### config.mk
export PLATFORM = sky130hd
export DESIGN_NAME = writeback_unit
export DESIGN_NICKNAME = d
export VERILOG_FILES = /design/src/rtl/riscv_pkg.sv /design/src/rtl/wb_fifo.sv /design/src/rtl/writeback_unit.sv
export SDC_FILE = /design/constraint.sdc
export NUM_CORES = 1
export LEC_CHECK = 0
export CAP_MARGIN = 30
export CORE_MARGIN = 4
export CORE_UTILIZATION = 30
export CTS_BUF_LIST = sky130_fd_sc_hd__clkbuf_8
export DETAILED_ROUTE_END_ITERATION = 16
export HOLD_SLACK_MARGIN = 0.1
export SETUP_SLACK_MARGIN = 0.1
export SKIP_LAST_GASP = 1
export SYNTH_ARGS = -nofsm -noshare
export SYNTH_HDL_FRONTEND = slang
export SYNTH_SLANG_ARGS = --single-unit
### constraint.sdc
create_clock -name clk -period 3.5 [get_ports clk]
set_input_delay 0.35 -clock clk [delete_from_list [all_inputs] [get_ports clk]]
set_output_delay 0.35 -clock clk [all_outputs]
set_load 0.02 [all_outputs]
### src/rtl/riscv_pkg.sv
`default_nettype none
// ============================================================================
// Module      : riscv_pkg
// Description : Shared RISC-V datapath widths and load funct3 encodings.
// Revision    : 1.0 - initial release
// ============================================================================
package riscv_pkg;

  localparam int XLEN       = 32;
  localparam int REG_ADDR_W = 5;

  localparam logic [2:0] LB  = 3'b000;
  localparam logic [2:0] LH  = 3'b001;
  localparam logic [2:0] LW  = 3'b010;
  localparam logic [2:0] LBU = 3'b100;
  localparam logic [2:0] LHU = 3'b101;

endpackage
`default_nettype wire

### src/rtl/wb_fifo.sv
`default_nettype none
// ============================================================================
// Module      : wb_fifo
// Description : Synchronous FIFO with occupancy count; head is read combinationally.
// Revision    : 1.0 - initial release
// ============================================================================
module wb_fifo #(
  parameter int WIDTH = 37,
  parameter int DEPTH = 4
) (
  input  logic                     clk,
  input  logic                     reset,
  input  logic                     push,
  input  logic [WIDTH-1:0]         push_data,
  input  logic                     pop,
  output logic [WIDTH-1:0]         pop_data,
  output logic                     full,
  output logic                     empty,
  output logic [$clog2(DEPTH):0]   count
);

  localparam int c_AW = $clog2(DEPTH);

  logic [WIDTH-1:0] r_mem [DEPTH];
  logic [c_AW-1:0]  r_wr_ptr;
  logic [c_AW-1:0]  r_rd_ptr;
  logic [c_AW:0]    r_count;
  logic             w_do_push;
  logic             w_do_pop;

  assign full      = (r_count == (c_AW+1)'(DEPTH));
  assign empty     = (r_count == '0);
  assign count     = r_count;
  assign pop_data  = r_mem[r_rd_ptr];
  assign w_do_push = push && !full;
  assign w_do_pop  = pop && !empty;

  // Pointers are exactly log2(DEPTH) bits, so wrap is the natural overflow.
  always_ff @(posedge clk) begin
    if (reset) begin
      r_wr_ptr <= '0;
      r_rd_ptr <= '0;
      r_count  <= '0;
    end else begin
      if (w_do_push) r_wr_ptr <= r_wr_ptr + 1'b1;
      if (w_do_pop)  r_rd_ptr <= r_rd_ptr + 1'b1;
      case ({w_do_push, w_do_pop})
        2'b10:   r_count <= r_count + 1'b1;
        2'b01:   r_count <= r_count - 1'b1;
        default: r_count <= r_count;
      endcase
    end
  end

  always_ff @(posedge clk) begin
    if (!reset && w_do_push) r_mem[r_wr_ptr] <= push_data;
  end

endmodule
`default_nettype wire

### src/rtl/writeback_unit.sv
`default_nettype none
// ============================================================================
// Module      : writeback_unit
// Description : Arbitrates ALU/load results into a queue and drains it to the
//               register-file write port, formatting load data on entry.
// Revision    : 1.0 - initial release
// ============================================================================
module writeback_unit #(
  parameter int XLEN  = riscv_pkg::XLEN,
  parameter int DEPTH = 4
) (
  input  logic                            clk,
  input  logic                            reset,
  input  logic                            alu_valid,
  output logic                            alu_ready,
  input  logic [riscv_pkg::REG_ADDR_W-1:0] alu_rd,
  input  logic [XLEN-1:0]                 alu_result,
  input  logic                            mem_valid,
  output logic                            mem_ready,
  input  logic [riscv_pkg::REG_ADDR_W-1:0] mem_rd,
  input  logic [XLEN-1:0]                 mem_data,
  input  logic [2:0]                      mem_funct3,
  input  logic [1:0]                      mem_offset,
  input  logic                            wb_stall,
  output logic [riscv_pkg::REG_ADDR_W-1:0] write_reg,
  output logic                            write_enable,
  output logic [XLEN-1:0]                 write_data,
  output logic [$clog2(DEPTH):0]          count
);

  import riscv_pkg::*;

  localparam int c_ENTRY_W = REG_ADDR_W + XLEN;

  logic                  w_full;
  logic                  w_empty;
  logic                  w_take_mem;
  logic                  w_take_alu;
  logic                  w_push;
  logic                  w_pop;
  logic [XLEN-1:0]       w_load_data;
  logic [c_ENTRY_W-1:0]  w_push_data;
  logic [c_ENTRY_W-1:0]  w_head;
  logic [REG_ADDR_W-1:0] w_head_rd;

  logic [REG_ADDR_W-1:0] r_write_reg;
  logic                  r_write_enable;
  logic [XLEN-1:0]       r_write_data;

  function automatic logic [XLEN-1:0] format_load(
    input logic [XLEN-1:0] data,
    input logic [2:0]      funct3,
    input logic [1:0]      offset
  );
    logic [7:0]  b;
    logic [15:0] h;
    b = data[8*offset +: 8];
    h = data[16*offset[1] +: 16];
    case (funct3)
      LB:      format_load = {{(XLEN-8){b[7]}}, b};
      LH:      format_load = {{(XLEN-16){h[15]}}, h};
      LBU:     format_load = {{(XLEN-8){1'b0}}, b};
      LHU:     format_load = {{(XLEN-16){1'b0}}, h};
      default: format_load = data;
    endcase
  endfunction

  // Readies depend only on registered fullness, never on this cycle's pop.
  assign mem_ready   = !reset && !w_full;
  assign alu_ready   = !reset && !w_full && !mem_valid;
  assign w_take_mem  = mem_valid && mem_ready;
  assign w_take_alu  = alu_valid && alu_ready;
  assign w_push      = w_take_mem || w_take_alu;
  assign w_load_data = format_load(mem_data, mem_funct3, mem_offset);
  assign w_push_data = w_take_mem ? {mem_rd, w_load_data} : {alu_rd, alu_result};
  assign w_pop       = !w_empty && !wb_stall;
  assign w_head_rd   = w_head[XLEN +: REG_ADDR_W];

  wb_fifo #(
    .WIDTH (c_ENTRY_W),
    .DEPTH (DEPTH)
  ) u_fifo (
    .clk       (clk),
    .reset     (reset),
    .push      (w_push),
    .push_data (w_push_data),
    .pop       (w_pop),
    .pop_data  (w_head),
    .full      (w_full),
    .empty     (w_empty),
    .count     (count)
  );

  always_ff @(posedge clk) begin
    if (reset) begin
      r_write_reg    <= '0;
      r_write_data   <= '0;
      r_write_enable <= 1'b0;
    end else if (w_pop) begin
      r_write_reg    <= w_head_rd;
      r_write_data   <= w_head[XLEN-1:0];
      r_write_enable <= (w_head_rd != '0);
    end else begin
      r_write_enable <= 1'b0;
    end
  end

  assign write_reg    = r_write_reg;
  assign write_data   = r_write_data;
  assign write_enable = r_write_enable;

endmodule
`default_nettype wire

==> After elaboration in Yosys (flattened, before gate mapping) <==
Memories as Yosys holds them, arrays and structs flattened. A register that Yosys moved wholly into a read port is not among the register bits.
Cells that the tools add are included.
{ "op_classes": {"addsub": 4, "n_mul": 0, "div": 0, "order_cmp": 0, "n_eq_ne": 6, "shift": 2, "muxes": 7, "n_bitwise": 1, "reduce_logical": 19} }
{ "ops": {"columns": ["operator", "count"], "rows": [
  ["$pmux W32 S4", 1],
  ["$mux W37", 1],
  ["$shiftx A32 B6 Y16", 1],
  ["$shiftx A32 B6 Y8", 1],
  ["$eq A3 B3 Y1 const B", 3],
  ["$logic_and A1 B1 Y1", 8],
  ["$logic_not A3 Y1", 2],
  ["$pmux W3 S2", 1],
  ["$logic_not A1 Y1", 5],
  ["$reduce_bool A5 Y1", 1],
  ["$add A2 B1 Y2 const B", 2],
  ["$mux W2", 2],
  ["$add A3 B1 Y3 const B", 1],
  ["$eq A3 B1 Y1 const B", 1],
  ["$sub A3 B1 Y3 const B", 1],
  ["$eq A2 B1 Y1 const B", 1],
  ["$eq A2 B2 Y1 const B", 1],
  ["$mux W1", 2],
  ["$reduce_bool A2 Y1", 1],
  ["$reduce_or A2 Y1", 1],
  ["$logic_or A1 B1 Y1", 1],
  ["$not A1 Y1", 1]
]} }
{ "word_totals": {"regBits": 45, "latch_bits": 0, "ramBits": 148, "romBits": 0, "wordCells": 46, "memories": 1} }
{ "memory_table": {"columns": ["memory", "words", "word_bits", "rd", "rd_clocked_by_memory_dff", "wr", "line_no", "text"], "rows": [
  ["u_fifo.r_mem", 4, 37, 1, 1, 1, "wb_fifo.sv:24", "logic [WIDTH-1:0] r_mem [DEPTH];"]
]} }

==> Depth between registers and ports, before layout <==
{ "logic_depth": {"ltp_word": 10, "ltp_mapped": 10, "depth_no_buf": 9} }

==> By module <==
A second synthesis with hierarchy kept.
{ "hier_totals": {"cells_unflattened": 611, "hier_area_um2": 8376.8} }
{ "modules_own_cells": {"columns": ["mod", "instances", "cells_each", "area_per_inst_um2", "seq_area_each_um2"], "rows": [
  ["wb_fifo", 1, 247, 5881.9, 4624.4],
  ["writeback_unit", 1, 364, 2494.9, 760.7]
]} }

==> Worst setup path after synthesis <==
No wires, ideal clock.
{ "synth_timing": {"path_kind": "register to register", "start": "register u_fifo.r_count[0] (netlist: u_fifo.count[0])", "end": "register u_fifo.r_count[2] (netlist: u_fifo.count[2])", "setup_time_ps": 70, "arrival_ps": 2415, "required_time_ps": 3430, "setup_slack_ps": 1014, "stages_incl_launch_ff": 11, "path_buffers": 1, "path_cell_list": "dfxtp_1 -> nor3_1 -> or2_2 -> inv_1 -> clkbuf_1 -> ha_1 -> inv_1 -> fa_1 -> xor2_1 -> or3_1 -> a21oi_1"} }
{ "synth_lines": {"columns": ["element", "line_no", "text"], "rows": [
  ["start, declared", "wb_fifo.sv:27", "logic [c_AW:0] r_count;"],
  ["start signal, assigned", "wb_fifo.sv:48", "2'b10: r_count <= r_count + 1'b1;"],
  ["start signal, assigned", "wb_fifo.sv:49", "2'b01: r_count <= r_count - 1'b1;"],
  ["start signal, assigned", "wb_fifo.sv:50", "default: r_count <= r_count;"],
  ["$logic_not A3 Y1 (*)", "wb_fifo.sv:32", "assign empty = (r_count == '0);"],
  ["$logic_not A1 Y1 (*)", "writeback_unit.sv:76", "assign w_pop = !w_empty && !wb_stall;"],
  ["$logic_and A1 B1 Y1 (*)", "writeback_unit.sv:76", null],
  ["via u_fifo.pop", "wb_fifo.sv:15", "input logic pop,"],
  ["$logic_and A1 B1 Y1 (*)", "wb_fifo.sv:36", "assign w_do_pop = pop && !empty;"],
  ["$eq A2 B1 Y1 / $eq A2 B2 Y1 (equally long branches)", "wb_fifo.sv:47", "case ({w_do_push, w_do_pop})"],
  ["$pmux W3 S2 / $reduce_bool A2 Y1 (equally long branches)", null, null]
]} }
The timed path passes the listed nets; every way through them passes the cells marked *.
A chain may end at the register's enable or synchronous reset.

==> Final worst setup path <==
{ "layout_timing": {"start": "register u_fifo.r_count[2] (netlist: u_fifo.count[2])", "end": "output alu_ready"} }
{ "layout_via": {"elab_chain_len": 4} }
{ "layout_lines": {"columns": ["element", "line_no", "text"], "rows": [
  ["$eq A3 B3 Y1", "wb_fifo.sv:31", "assign full = (r_count == (c_AW+1)'(DEPTH));"],
  ["$logic_not A1 Y1", "writeback_unit.sv:70", "assign alu_ready = !reset && !w_full && !mem_valid;"],
  ["$logic_and A1 B1 Y1 (2 in series)", "writeback_unit.sv:70", null],
  ["end, declared", "writeback_unit.sv:15", "output logic alu_ready,"]
]} }
No other way between the ends.

==> metrics.md <==
| Metric | Value |
|---|---|
| Post-CTS Setup Repair Bufs | `0` |
| Post-Syn Area | `8110 um2` |
| Gr ovfl total | `0` |
| Distinct cells, synth | `39` |
| Share of post-route cells with drive strength above 1 | `0.140` |
| Clock tree buffer depth | `2` |
| Setup_tns | `0 ns` |
| Post-synthesis sequential area ratio | `0.664` |
| CTS tree | `built` |
| Via density | `4.91` |
| Chip width | `172 um` |
| Pleak | `3.41 nW` |
| Filler Cell Count | `2,446` |
| Die area | `29,700 um2` |
| Chip Height | `172 um` |
| Most frequent cells in the layout | `148 x edfxtp_1, 125 x clkdlybuf4s50_1, 116 x nand2_1, 71 x a21oi_1, 46 x dfxtp_1` |
| Hold crit path type | `in -> reg` |
| Crit Path Max Fanout | `5` |
| Max IR drop VDD | `0.224 mV` |
| I/O Pins | `127` |
| Crit end category | `primary output` |
| Num CTS Buffers | `17` |
| Unrepaired setup endpoints after global routing | `no` |
| Post-DP HPWL | `14,700 um` |
| Post-synth EDFFs | `148` |
| Finish-stage setup viols | `0` |
| Final cycle utilization of the critical path | `0.708` |
| Count of buffers from port buffering | `126` |
| Power Total | `6.46 mW` |
| Setup crit start kind | `flop` |
| Cts repair resizes | `0` |
| All-Layer GR Usage | `0.146` |
| Synth Instances | `595` |
| Total Wirelength | `21,200 um` |
| Status | `complete, no violations` |
| Final Skew | `0.0145 ns` |
| Gpl congestion | `0.855` |
| MaxCap Viol Count | `0` |
| Maximum clock rate | `0.404 GHz` |
| WP depth | `4` |
| Leading cell type in the layout, fill and taps excluded | `edfxtp_1` |
| Power density cells | `633 nW/um2` |
| CTS root buffer | `clkbuf_8` |
| WS Path Type | `reg -> out` |
| Layout area overhead | `25.7%` |
| Final Core Density | `0.387` |
| Core area | `26,400 um2` |
| DRT Pass-1 Iters | `5` |
| Crit path time final | `2.48 ns` |
| Clk sink count | `195` |
| Final nets | `808` |
| Via count | `5,230` |
| FF-to-FF path depth | `9` |
| Max-Slew Margin vs Limit | `0.562` |
| Reg area | `5390 um2` |
| Hold buffers post-CTS | `0` |
| Max incr delay on CP | `0.54 ns` |
| Worst Tran Pin Value | `0.657 ns` |
| Highest-delay cell along the critical path | `clkdlybuf4s50_1` |
| Crit path DAT | `2.13 ns` |
| Crit-path cells | `or3b_4, and2_1, nor2b_1, clkdlybuf4s50_1` |
| H-tree depth | `4` |
| Finished Cell Area | `10,200 um2` |
| Largest net degree at the start of global routing | `46` |
| Max reg flops | `148` |
| Row cnt | `59` |
| Final Hold Viols | `0` |
| CP top delay family | `simple AND/OR/NAND/NOR gates` |
| Max-slew violations | `0` |
| Mapped Nets | `685` |
| Clock Latency Late Sink | `0.46 ns` |
| Cell Area, Placed | `9780 um2` |
| Worst path bufs/invs | `1` |
| Asr flop ratio synth | `0` |
| Area of the multi-input gates | `2500 um2` |
| Iter 0 DRT Violations | `508` |
| Vias in the first global route | `5,315` |
| FF+latch count, synth | `195` |
| Most used DFF post-synth | `edfxtp_1` |
| Global-route wire length before repair | `32,100 um` |
| Drt wl/cell | `19.9 um` |
| Worst Hold Depth | `4` |
| Initial Utilization | `0.308` |
| Synthesized area per cell | `13.6 um2` |
| DRC | `0` |
| Antenna-violating nets left | `0` |
| Clock transition at the registers of the reported paths | `0.10 ns` |
| Yosys warns | `0` |
| # diodes | `0` |
| Initial antenna violation count | `0` |
| Critical Path RT | `3.15 ns` |
## layout make-up
cell class / instances / area share
multi-input cells: 347 / 0.245
clock inverters: 15 / 0.0186
inverters: 17 / 0.00626
well taps: 335 / 0.0411
clock buffers: 17 / 0.0229
repair buffers: 140 / 0.138
flip-flops and latches: 195 / 0.528
## cells by family after synthesis
logic type,synth area share
flip-flops,0.664
AND/OR/NAND/NOR,0.100
AO/OA/AOI/OAI,0.0819
buffers and inverters,0.0291
multiplexers,0.111
adder cells (fa/ha/maj),0.0102
XOR/XNOR,0.00432
## report_power, final
part / switching (mW) / leakage [nW] / internal, mW
clock network: 0.898 / 0.211 / 0.554
registers: 0.189 / 1.74 / 2.88
logic: 1.05 / 1.46 / 0.890
## synth_stat cells, types with 3 or more instances
cell      count  area [um2]
edfxtp_1    148        4440
nor2_1       27         101
a221oi_1      9        78.8
ha_1          5        62.6
nand2_1     116         435
clkbuf_1     14        52.6
mux2i_1       3        30.0
or2_2         8        50.1
a21o_1       15         113
o31ai_1       7        52.6
dfxtp_1      47         941
or2b_1        5        37.5
buf_1         6        22.5
nand3_1       8        40.0
nand2b_1      3        18.8
mux4_2       38         856
or3_1         8        50.1
and2_1        5        31.3
a21oi_1      71         355
buf_2        10        50.1
inv_1        17        63.8
## worst reg2reg max path: cells and delay by family, from the launching register on
kind	cells	cell delay, ns
xor+xnor	1	0.15
fa+ha+maj	2	0.54
flops	1	0.41
compound gates	2	0.35
buf+inv	2	0.15
simple gates	2	0.72
## stage by stage
stage,hold WS (ns),cells,worst slack (ns)
6_report,0.307,1066,1.02
3_5_place_dp,0.448,1034,0.635
3_3_place_gp,0.443,1034,0.767
5_1_grt,0.308,1066,0.789
2_1_floorplan,0.475,595,1.01
4_1_cts,0.271,1066,0.974
## layer usage
metal	share of wire	routed length, um	global-route usage	vias to the layer above
li1	-	-	-	2433
met1	0.45	9600	0.206	2573
met2	0.48	10100	0.233	204
met3	0.054	1150	0.0274	20
met4	0.014	293	0.0369	0
met5	0	0	0	-
## path summary, 6_finish.rpt
check                  start            endpoint  slack (ns)
max          u_fifo.count[2]           alu_ready        1.02
min                    reset  u_fifo.r_wr_ptr[0]        0.31
max reg2reg  u_fifo.count[2]     u_fifo.count[2]        1.13
min reg2reg   write_data[16]      write_data[16]        0.46
Power figures use the tool's default switching activity.
==> RTL edit 1, RTL diff (same settings) <==
Register the output `count`, with the module's reset; this adds one clock of latency there. The other outputs are not delayed to match. Comments in the files are not updated.
--- a/src/rtl/writeback_unit.sv
+++ b/src/rtl/writeback_unit.sv
@@ -33,2 +33,4 @@
   localparam int c_ENTRY_W = REG_ADDR_W + XLEN;
+
+  logic [$clog2(DEPTH):0] count_d;
 
@@ -90,3 +92,3 @@
     .empty     (w_empty),
-    .count     (count)
+    .count     (count_d)
   );
@@ -111,2 +113,10 @@
 
+  always_ff @(posedge clk) begin
+    if (reset) begin
+      count <= '0;
+    end else begin
+      count <= count_d;
+    end
+  end
+
 endmodule
Behaviour: not the same (a bounded check fails within 4 cycles, from zero or initial values and one cycle with reset high).
==> RTL edit 1 against the unedited design <==
Combinational power fell by 3%. Total power shrank 0.57%. Cell area is 0.43% higher. Routed wire length decreased by 1.4%. Sequential share of layout area up 0.36 points. Sequential cell count grew 3. Highest routed layer unchanged. Area after synthesis grew 1.3%. Global-route usage down 0.75 points. Setup slack better by 0.021 ns.
==> RTL edit 1: results (changes against the unedited design) <==
Run status
The run finished with clean final reports.

Placed design
The number of placed instances, taps included was 1047 (+1.3%). The total placed instance area was 9860 um2 (+0.82%). The total of buffers placed on input and output ports was 126 (unchanged).

The final weighted congestion in routability-driven placement is 0.821 (-3.9%). The HPWL after detailed placement is 14400 um (-2.4%). The worst setup timing slack at the placement stage is 0.719 ns (+0.0839 ns).

Global routing
The via count of the first global-routing pass came to 5388 (+1.4%). The number of antenna violations at the first check in global routing is 0 (unchanged). The wire length of the first global-routing pass was 32000 um (-0.43%). The overall global routing resource usage is 0.138 (-0.00745). The routing usage on met3 is 0.0281 (+0.000700). The met1 routing resource usage after global routing is 0.186 (-0.0206).

The met2 layer usage reported by global route is 0.232 (-0.000835). The pin count of the biggest net entering global routing is 49 (+6.5%).

Drt
The number of violations reported at the end of detailed-routing iteration 0 is 414 (-19%). The average vias per placed instance came to 4.82 (-1.8%). The final routed wire length divided by cell count is 19.4 um (-2.6%). The detailed-route wire length is 20900 um (-1.4%). The detailed-router iteration count before antenna repair is 5 (unchanged).

STA
The headroom to the max-slew limit is 0.536 (-0.0265). The post-route clock skew is 0.0146 ns (+0.0000355 ns).

Synth
The distinct cell type count after synthesis is 40 (+2.6%). The synthesized net count is 691 (+0.88%). The number of warnings issued by yosys is 0 (unchanged). The count of flip-flops with a built-in enable after synthesis came to 148 (unchanged). The sequential cell area fraction in the yosys report was 0.663 (-0.00118). The most used flip-flop cell after synthesis is sky130_fd_sc_hd__edfxtp_1. Counting instances in the post-synthesis netlist gives the leading cell types as 148 x sky130_fd_sc_hd__edfxtp_1, 116 x sky130_fd_sc_hd__nand2_1, 61 x sky130_fd_sc_hd__a21oi_1.

By area the synthesized netlist is led by sky130_fd_sc_hd__edfxtp_1 54%, sky130_fd_sc_hd__dfxtp_1 12%, sky130_fd_sc_hd__mux4_2 10%, sky130_fd_sc_hd__nand2_1 5.3%, sky130_fd_sc_hd__a21oi_1 3.7%. The post-synthesis area per instance is 13.7 um2 (+0.28%). The share of synthesized registers carrying an async set or reset is 0 (unchanged).

Clock tree
The later-pin clock latency in the skew report is 0.45 ns. The post-cts hold buffer count was 0 (unchanged). The count of instances resized after the clock tree is built is 0 (unchanged). The number of buffers created by CTS was 17 (unchanged). The CTS clock-pin slew for the worst setup and hold paths is 0.10 ns (about the same). The number of buffers inserted by post-CTS setup repair is 0 (unchanged). The maximum clock insertion buffer count came to 2 (unchanged). The tree is rooted in a sky130_fd_sc_hd__clkbuf_8.

The total number of H-tree levels is 4 (unchanged).

Layout
The flip-flop count of the largest register, all copies and words added is 148 (unchanged). The fraction of layout cells with a size suffix above 1 was 0.150 (+0.0109). The net count of the finished layout is 815 (+0.87%).

Pwr
The maximum VDD drop is 0.281 mV (+25%). The design internal power came to 4.41 mW (+1.8%). The total leakage power is 3.43 nW (+0.43%).

Worst setup path
The top fanout value on the critical path was 5 (unchanged). The largest incremental delay on the critical path is 0.53 ns. The category of cells accounting for the largest share of critical-path delay is simple AND/OR/NAND/NOR gates.

Worst hold path
The worst min-delay path class is in -> reg.
[RTL edit 1: changes by cell type in the layout (fill, tap and decap cells not counted), sizes merged, moves of 2 or more]
| cell | change |
|---|---|
| dfxtp | +3 |
| inv | +3 |
| clkinv | -5 |
| nor2 | +2 |
| or2b | -5 |
| nand2b | +5 |
[RTL edit 1: final timing paths]
check,startpoint,to,slack (ns),cells after the start
worst min-delay path,reset,u_fifo.r_wr_ptr[0],0.22,4
worst max register to register,u_fifo.count[2],u_fifo.count[2],1.10,9
worst max-delay path,u_fifo.count[2],alu_ready,1.04,4
worst min register to register,write_data[15],write_data[15],0.46,2
[RTL edit 1: cells by family (layout without fill, tap and decap cells)]
kind of cell,after synthesis,count (layout),synth area share
xor gates and xnor gates,4,4,0.00426
AOI/OAI and AO/OA,108,108,0.0854
DFF,198,198,0.663
adders and majority gates,6,6,0.0100
buffers and inverters,53,190,0.0291
muxes,42,42,0.109
and+or+nand+nor,190,190,0.0994
[RTL edit 1: power by group through the flow]
stage               registers [mW]  logic, mW  clock network, mW
floorplan                     3.24       1.11                  0
global placement              3.16       1.93                  0
detailed placement            3.17       1.94                  0
CTS                           3.12       1.94               1.46
global route                  3.15       2.08               1.57
finish                        3.11       1.89               1.43
[RTL edit 1: metal layers]
metal	wire length, um	share of wire
met3	1200	0.058
met4	200	0.0096
met2	10200	0.49
met1	9300	0.45
met5	0	0
[RTL edit 1: final cells by class]
type	instances	area, um2
fillers	2592	16700
flip-flops and latches	198	5450
inverters	17	63.8
well taps	341	427
repair buffers	141	1380
clock buffers	18	248
clock inverters	14	140
multi-input cells	350	2540
[RTL edit 1: per-stage QoR]
step	hold slack [ns]	power (mW)
global route	0.208	6.80
detailed placement	0.448	5.11
global placement	0.444	5.09
floorplan	0.474	4.34
finish	0.218	6.43
CTS	0.186	6.52
==> RTL edit 2, RTL diff (same settings) <==
Without the edit above. Change the package constant `REG_ADDR_W` from 5 to 3.
--- a/src/rtl/riscv_pkg.sv
+++ b/src/rtl/riscv_pkg.sv
@@ -9,3 +9,3 @@
   localparam int XLEN       = 32;
-  localparam int REG_ADDR_W = 5;
+  localparam int REG_ADDR_W = 3;
 
Ports: changed (resized alu_rd, mem_rd and write_reg); port bits go from 127 to 121. The function was not compared with the original's and may differ.
==> RTL edit 2 against the unedited design <==
Routed wire length shrank 7.0%. Setup slack gained 0.13 ns. Sequential cell count shrank 10. Sequential power shrank 6%. Register-to-register slack gained 0.03 ns. Total power shrank 4.2%. Cell area shrank 4.7%. Area after synthesis shrank 4.8%. Largest cell class unchanged. Highest routed layer unchanged.
==> RTL edit 2: results (changes against the unedited design) <==
Worst setup path
The top fanout value on the critical path is 16 (+11). The data arrival time of the critical path is 2.49 ns (+0.36 ns). The capturing instance or port of the critical path is u_fifo.r_mem[2][19].

STA
The final worst slack came to 1.16 ns (+0.133 ns). The transition time of the tightest slew-check pin was 0.964 ns (+0.308 ns). The worst hold slack is 0.349 ns (+0.0418 ns).

Drt
The number of vias after detailed routing is 4989 (-4.6%). The routed wire length on met3 is 1140 um (-1.5%). The post-route met1 wirelength was 9010 um (-6.1%).

The detailed-route wire length is 19700 um (-7.0%). The number of violations reported at the end of detailed-routing iteration 0 was 274 (-46%).

Global routing
The wire length of the first global-routing pass is 30200 um (-5.7%). The pin count of the biggest net entering global routing is 45 (-2.2%). The via count of the first global-routing pass is 5121 (-3.7%). The overall global routing resource usage is 0.140 (-0.00618).

Synth
The commonest cells after synthesis are 140 x sky130_fd_sc_hd__edfxtp_1, 105 x sky130_fd_sc_hd__nand2_1, 54 x sky130_fd_sc_hd__a21oi_1. The sequential cell area fraction in the yosys report was 0.661 (-0.00306). The count of flip-flops with a built-in enable after synthesis is 140 (-5.4%). The post-synthesis share of cell area spent on full adders, half adders and majority gates is 0.0107 (+0.000509). The distinct cell type count after synthesis is 37 (-5.1%).

In the post-synthesis netlist, the biggest area contributors are sky130_fd_sc_hd__edfxtp_1 54%, sky130_fd_sc_hd__dfxtp_1 12%, sky130_fd_sc_hd__mux4_2 10%, sky130_fd_sc_hd__nand2_1 5.1%, sky130_fd_sc_hd__a21oi_1 3.5%. The multiplexer share of the synthesized area came to 0.121 (+0.0102). The xor-xnor portion of the synthesized cell area is 0.00453 (+0.000216). The synthesized-area fraction occupied by ao, oa, aoi and oai cells was 0.0811 (-0.000760).

Layout
The final cell count without fillers is 1032 (-3.2%). The count of plain and timing-repair buffers in the layout is 137 (-2.1%). The flip-flop count of the largest register, all copies and words added came to 140 (-5.4%). The area occupied by multi-input gates is 2400 um2 (-3.7%). The count of multi-input gates was 331 (-4.6%). The fill cell instance count of the final layout came to 2453 (+0.29%). The clock buffer and inverter area fraction after layout is 0.0417 (+0.000140).

The non-clock buffer area fraction after layout was 0.136 (-0.00212). The clock buffer count is 19 (+2). The number of sequential cells in the layout is 185 (-5.1%). The net count of the finished layout came to 775 (-4.1%).

Pwr
The maximum VDD drop is 0.312 mV (+39%). The total leakage power was 3.21 nW (-5.8%). The total power divided by cell area is 637 nW/um2 (+0.60%).

Run status
The flow ran to the end, and the final reports show no timing, DRC or antenna violations.

Placed design
The final weighted congestion in routability-driven placement was 0.810 (-5.3%). The worst setup timing slack at the placement stage came to 0.692 ns (+0.0567 ns). The total of buffers placed on input and output ports is 120 (-4.8%).

Floorplan
The core area is 25300 um2 (-4.2%).
==> RTL edit 2: changes by cell type in the layout (fill, tap and decap cells not counted), moves of 8 or more <==
cell,before,now
sky130_fd_sc_hd__a21oi_1,71,54
sky130_fd_sc_hd__a22o_1,0,8
sky130_fd_sc_hd__edfxtp_1,148,140
sky130_fd_sc_hd__mux2_2,1,10
sky130_fd_sc_hd__nand2_1,116,105
sky130_fd_sc_hd__nand3_1,8,0
sky130_fd_sc_hd__nor2_1,27,41
sky130_fd_sc_hd__nor3_1,2,13
sky130_fd_sc_hd__o21ai_0,1,9
==> RTL edit 2: critical path: cells and delay by family <==
family          cells  cell delay [ns]
mux                 2             0.89
compound gates      2             0.72
buf+inv             1             0.53
==> RTL edit 2: routing by layer <==
metal  vias up  global-route usage
li1       2344                   -
met1      2455               0.195
met2       179               0.223
met3        11              0.0308
met4         0              0.0349
met5         -                   0
==> RTL edit 2: power by group <==
part	internal (mW)	switching (mW)
clock	0.682	0.757
sequential	2.73	0.168
combinational	0.855	1.00
